===== src/rtl/sa_pkg.sv =====
// Shared constants and lane slicing helper for the systolic array skew and unskew stages.
// Lane 0 of a packed row always occupies the most significant bits.
package sa_pkg;

    localparam int DATA_W = 8;
    localparam int ACC_W  = 16;
    localparam int MAX_M  = 8;

    // Rows narrower than MAX_M lanes are right-aligned in the wide argument.
    function automatic logic [ACC_W-1:0] lane(input logic [ACC_W*MAX_M-1:0] row,
                                              input int i,
                                              input int m);
        return row[ACC_W*(m-i)-1 -: ACC_W];
    endfunction

endpackage


===== src/rtl/lane_delay.sv =====
// N-stage register chain with asynchronous active-low reset; N=0 degenerates to a wire.
module lane_delay
    import sa_pkg::*;
#(
    parameter int W = ACC_W,
    parameter int N = 1
)(
    input  logic         CLK,
    input  logic         RST_N,
    input  logic [W-1:0] i_d,
    output logic [W-1:0] o_q
);

    if (N == 0) begin : g_wire
        logic w_unused_clk_rst;
        assign w_unused_clk_rst = CLK ^ RST_N;
        assign o_q = i_d;
    end else begin : g_chain
        logic [W-1:0] r_stage [N];

        always_ff @(posedge CLK or negedge RST_N) begin
            if (!RST_N) begin
                for (int k = 0; k < N; k++) r_stage[k] <= '0;
            end else begin
                r_stage[0] <= i_d;
                for (int k = 1; k < N; k++) r_stage[k] <= r_stage[k-1];
            end
        end

        assign o_q = r_stage[N-1];
    end

endmodule


===== src/rtl/unskew_drain.sv =====
// Realigns staggered systolic result lanes and drains whole rows through a FIFO with valid/ready.
// Optional DRAIN_STATS_EN adds the mat_count port counting completed matrices.
module unskew_drain
    import sa_pkg::*;
#(
    parameter int M     = 3,
    parameter int W     = ACC_W,
    parameter int DEPTH = 6
)(
    input  logic           CLK,
    input  logic           RST_N,
    input  logic           in_valid,
    input  logic [W*M-1:0] in_data,
    output logic           out_valid,
    input  logic           out_ready,
    output logic [W*M-1:0] out_data,
    output logic           out_last,
    output logic           overflow
`ifdef DRAIN_STATS_EN
    ,
    output logic [15:0]    mat_count
`endif
);

    localparam int PW = (DEPTH > 1) ? $clog2(DEPTH) : 1;
    localparam int CW = $clog2(DEPTH + 1);
    localparam int RW = (M > 1) ? $clog2(M) : 1;
    localparam logic [PW-1:0] LAST_PTR = PW'(DEPTH - 1);
    localparam logic [CW-1:0] FULL_CNT = CW'(DEPTH);
    localparam logic [RW-1:0] LAST_ROW = RW'(M - 1);

    logic [W*M-1:0] w_aligned;
    logic           w_aligned_valid;

    // Lane i lags lane 0 by i cycles, so it needs M-1-i stages to catch up with lane M-1.
    for (genvar gi = 0; gi < M; gi++) begin : g_lane
        lane_delay #(.W(W), .N(M-1-gi)) u_lane (
            .CLK   (CLK),
            .RST_N (RST_N),
            .i_d   (in_data[W*(M-gi)-1 -: W]),
            .o_q   (w_aligned[W*(M-gi)-1 -: W])
        );
    end

    lane_delay #(.W(1), .N(M-1)) u_valid (
        .CLK   (CLK),
        .RST_N (RST_N),
        .i_d   (in_valid),
        .o_q   (w_aligned_valid)
    );

    logic [W*M-1:0] r_mem [DEPTH];
    logic [PW-1:0]  r_wr_ptr;
    logic [PW-1:0]  r_rd_ptr;
    logic [CW-1:0]  r_count;
    logic [RW-1:0]  r_row_cnt;
    logic           r_overflow;

    logic w_full;
    logic w_empty;
    logic w_pop;
    logic w_push;
    logic w_drop;

    function automatic logic [PW-1:0] nextPtr(input logic [PW-1:0] p);
        return (p == LAST_PTR) ? '0 : p + 1'b1;
    endfunction

    assign w_full  = (r_count == FULL_CNT);
    assign w_empty = (r_count == '0);
    assign w_pop   = !w_empty && out_ready;
    // A pop frees the head slot on the same edge, so a full FIFO can still accept.
    assign w_push  = w_aligned_valid && (!w_full || w_pop);
    assign w_drop  = w_aligned_valid && w_full && !w_pop;

    assign out_valid = !w_empty;
    assign out_data  = w_empty ? '0 : r_mem[r_rd_ptr];
    assign out_last  = out_valid && (r_row_cnt == LAST_ROW);
    assign overflow  = r_overflow;

    always_ff @(posedge CLK or negedge RST_N) begin
        if (!RST_N) begin
            for (int k = 0; k < DEPTH; k++) r_mem[k] <= '0;
        end else if (w_push) begin
            r_mem[r_wr_ptr] <= w_aligned;
        end
    end

    always_ff @(posedge CLK or negedge RST_N) begin
        if (!RST_N) begin
            r_wr_ptr <= '0;
            r_rd_ptr <= '0;
            r_count  <= '0;
        end else begin
            if (w_push) r_wr_ptr <= nextPtr(r_wr_ptr);
            if (w_pop)  r_rd_ptr <= nextPtr(r_rd_ptr);
            if (w_push && !w_pop)      r_count <= r_count + 1'b1;
            else if (!w_push && w_pop) r_count <= r_count - 1'b1;
        end
    end

    always_ff @(posedge CLK or negedge RST_N) begin
        if (!RST_N) begin
            r_row_cnt  <= '0;
            r_overflow <= 1'b0;
        end else begin
            if (w_pop) r_row_cnt <= (r_row_cnt == LAST_ROW) ? '0 : r_row_cnt + 1'b1;
            if (w_drop) r_overflow <= 1'b1;
        end
    end

`ifdef DRAIN_STATS_EN
    logic [15:0] r_mat_count;

    always_ff @(posedge CLK or negedge RST_N) begin
        if (!RST_N)                r_mat_count <= '0;
        else if (w_pop && out_last) r_mat_count <= r_mat_count + 16'd1;
    end

    assign mat_count = r_mat_count;
`endif

endmodule


===== config.mk =====
export PLATFORM = sky130hd
export DESIGN_NAME = unskew_drain
export DESIGN_NICKNAME = d
export VERILOG_FILES = /design/src/rtl/sa_pkg.sv /design/src/rtl/lane_delay.sv /design/src/rtl/unskew_drain.sv
export SDC_FILE = /design/constraint.sdc
export NUM_CORES = 1
export LEC_CHECK = 0
export CAP_MARGIN = 0
export CORE_MARGIN = 10
export CORE_UTILIZATION = 45
export CTS_BUF_LIST = sky130_fd_sc_hd__clkbuf_16
export DETAILED_ROUTE_END_ITERATION = 6
export SLEW_MARGIN = 20
export SYNTH_ARGS = -nofsm -noshare
export SYNTH_HDL_FRONTEND = slang
export SYNTH_HIERARCHICAL = 1
export SYNTH_SLANG_ARGS = --single-unit

===== constraint.sdc =====
create_clock -name CLK -period 3 [get_ports CLK]
set_input_delay 0.75 -clock CLK [delete_from_list [all_inputs] [get_ports CLK]]
set_output_delay 0.75 -clock CLK [all_outputs]
set_load 0.02 [all_outputs]

==> metrics.cfg <==
[run_status]
outcome = finished clean

[clock_tree]
clockBufferDepth = 3
holdBufCountCts = 0
root_buffer = clkbuf_16
cts-htree-levels = 2
cts.sinks = 350
cts_tree = done
clkSlewWorstSetupHoldPaths_ps = 50
clk_latency_ps = 520
numCtsBuffers = 40

[synthesis]
synth_area_sq_um = 15700
ys_ff_latch = 350
synth.avg_cell_area_sq_um = 15.5
yosys-top-cells-area = dfrtp_1, mux2_2, mux2_4, mux4_2, buf_4
synth_top_area_share = 0.558
ys_warn_count = 6
synth_cell_types = 31
syn_inst = 1016
synth_top_area_cell = dfrtp_1
seq_area_frac_synth = 0.558
syn_nets = 1070

[setup_path]
crit_required_ps = 2250
worstSetupPathType = flop to output pin
cp-end-kind = output pin
crit_arrival_ps = 2210
critPathMaxFanout = 5
cp-start-kind = flop

[routing]
vias = 8561
drc = 0
ant_nets = 0
drtPass1Iterations = 4
drt-total-wl_um = 36200
first_iter_violations = 400
vias_per_cell = 5.34
wl_per_cell_um = 22.6

[floorplanning]
dieArea_sq_um = 42800
ios = 103
die_y_um = 207
rows = 68
initial_core_util = 0.456
coreArea_sq_um = 34500
die_w_um = 207

[grt]
grt_pass1_wl_um = 57600
grt_max_degree = 70
track_usage = 0.174
grt-ovfl-total = 0
grt_pass1_vias = 9530
antenna_found_initial = 0

[placement]
hpwl_um = 20100
dpl_cell_area_sq_um = 17200
dpl.cell_count = 1512
port-buffer-count = 102
gp_congestion = 0.689

[finish]
seqCellArea_sq_um = 8760
finalNonFillerCells = 1603
diodes = 0
syn_to_final_growth_pct = 19.3
nFillCells = 2804
layout_common_cells = dfrtp_1, mux2_2, mux2_4, clkdlybuf4s50_1
fin_nets = 1173
final_common_cell = dfrtp_1
layout-drive-gt1-share = 0.501
multi_input_area_sq_um = 6440
stdcell_area_sq_um = 18700

[timing]
hold_slack_ps = 137
finalSetupTns_ps = 0
relSlewSlack = 0.460
tightest_slew_ps = 804
final-setup-viol-count = 0
hold_viol = 0
finalMaxSlewViolations = 0
period_share = 0.986
min_period_ps = 2960
fmax_ghz = 0.338
grt_setup_unrepaired = true
finClkSkew_ps = 8.55

[worst_hold_path]
min_path_type = input pin to async pin

[pwr]
power.density_nw_per_um2 = 1210
peakVddDrop_uv = 697
p_leak_uw = 0.00843

[job]
cap_violations = 0

-- final timing paths --
kind,startpoint,endpoint,slack (ps),cells after the start
hold reg to reg,g_lane[0].u_lane/g_chain.r_stage[29]$_DFF_PN0_,g_lane[0].u_lane/o_q[13]$_DFF_PN0_,350,0
hold / removal,RST_N,g_lane[0].u_lane/g_chain.r_stage[27]$_DFF_PN0_,140,1
setup reg to reg,r_count[0]$_DFFE_PN0P_,r_count[2]$_DFFE_PN0P_,600,7
min in group CLK,g_lane[0].u_lane/g_chain.r_stage[29]$_DFF_PN0_,g_lane[0].u_lane/o_q[13]$_DFF_PN0_,350,0
setup / recovery,r_rd_ptr[0]$_DFFE_PN0P_,out_data[7],40,6
max in group asynchronous,RST_N,r_rd_ptr[0]$_DFFE_PN0P_,1950,2
-- where the power goes --
group	internal, uW	switching (uW)	leakage [uW]	total, uW
registers	6820	1140	0.00418	7960
logic	5870	4350	0.00362	10200
clock network	2630	1880	0.000635	4510
-- sequential cells by signal (all words and copies together), names as in the netlist, 2 cells and up --
register,count
r_rd_ptr,3
r_count,3
r_wr_ptr,3
g_lane.u_lane/o_q,32
g_lane.u_lane/g_chain.r_stage,16
r_row_cnt,2
r_mem,288
-- cells in the mapped netlist --
cell type	number
inv_1	3
nor3b_1	1
nand2b_1	49
buf_6	13
mux4_2	48
nand4_2	3
mux2_2	241
nand4bb_1	1
nor3_1	2
dfrtp_1	350
nor2b_1	4
a21o_1	1
o21bai_1	1
buf_2	25
o21ai_0	1
xor2_1	3
mux2_4	98
xnor2_1	2
nand3_1	2
buf_1	1
buf_4	41
and2_1	1
nor2_1	3
clkbuf_1	17
nand4b_2	3
ha_1	1
nand2_1	49
a21oi_1	48
fa_1	1
o31ai_1	1
a21bo_2	2
-- layout make-up --
cell class                      count  area share
Sequential cell                   350       0.468
Multi-Input combinational cell    566       0.344
Timing Repair Buffer              158      0.0931
Clock buffer                       41      0.0548
Tap cell                          455      0.0304
Clock inverter                     30     0.00942
Inverter                            3    0.000601
-- cell families after synthesis --
group / share of synthesized area
muxes: 0.335
xor gates and xnor gates: 0.00279
adders and majority gates: 0.00207
AOI/OAI and AO/OA: 0.0183
and+or+nand+nor: 0.0417
buffers and inverters: 0.0419
DFF: 0.558
-- critical path, stage by stage, from the launching register on --
cell             delay, ps
dfrtp_4                500
buf_6                  160
clkbuf_16              170
mux4_2                 320
nand2b_1                50
a21oi_1                190
clkdlybuf4s15_2        290
-- metrics by stage --
step	utilization	total power (uW)	setup slack, ps
4_1_cts	0.544	22900	-46.7
6_report	0.544	22700	40.8
3_3_place_gp	0.500	17800	178
5_1_grt	0.544	24100	-42.3
2_1_floorplan	-	14600	711
3_5_place_dp	0.500	17900	173
-- metal layers --
metal,vias to the layer above,part of all wire,GRT usage
li1,3803,-,-
met1,4588,0.47,0.246
met2,131,0.48,0.275
met3,39,0.038,0.0321
met4,0,0.014,0.0373
met5,-,0,0
-- what timing repair did --
action	4_1_cts	5_1_grt
endpoints found under the setup margin	50	42
buffers inserted	11	2
gates cloned	7	1
pin swaps	1	2
gates resized for setup	203	43
No activity file was read; power rests on OpenSTA's default activity.
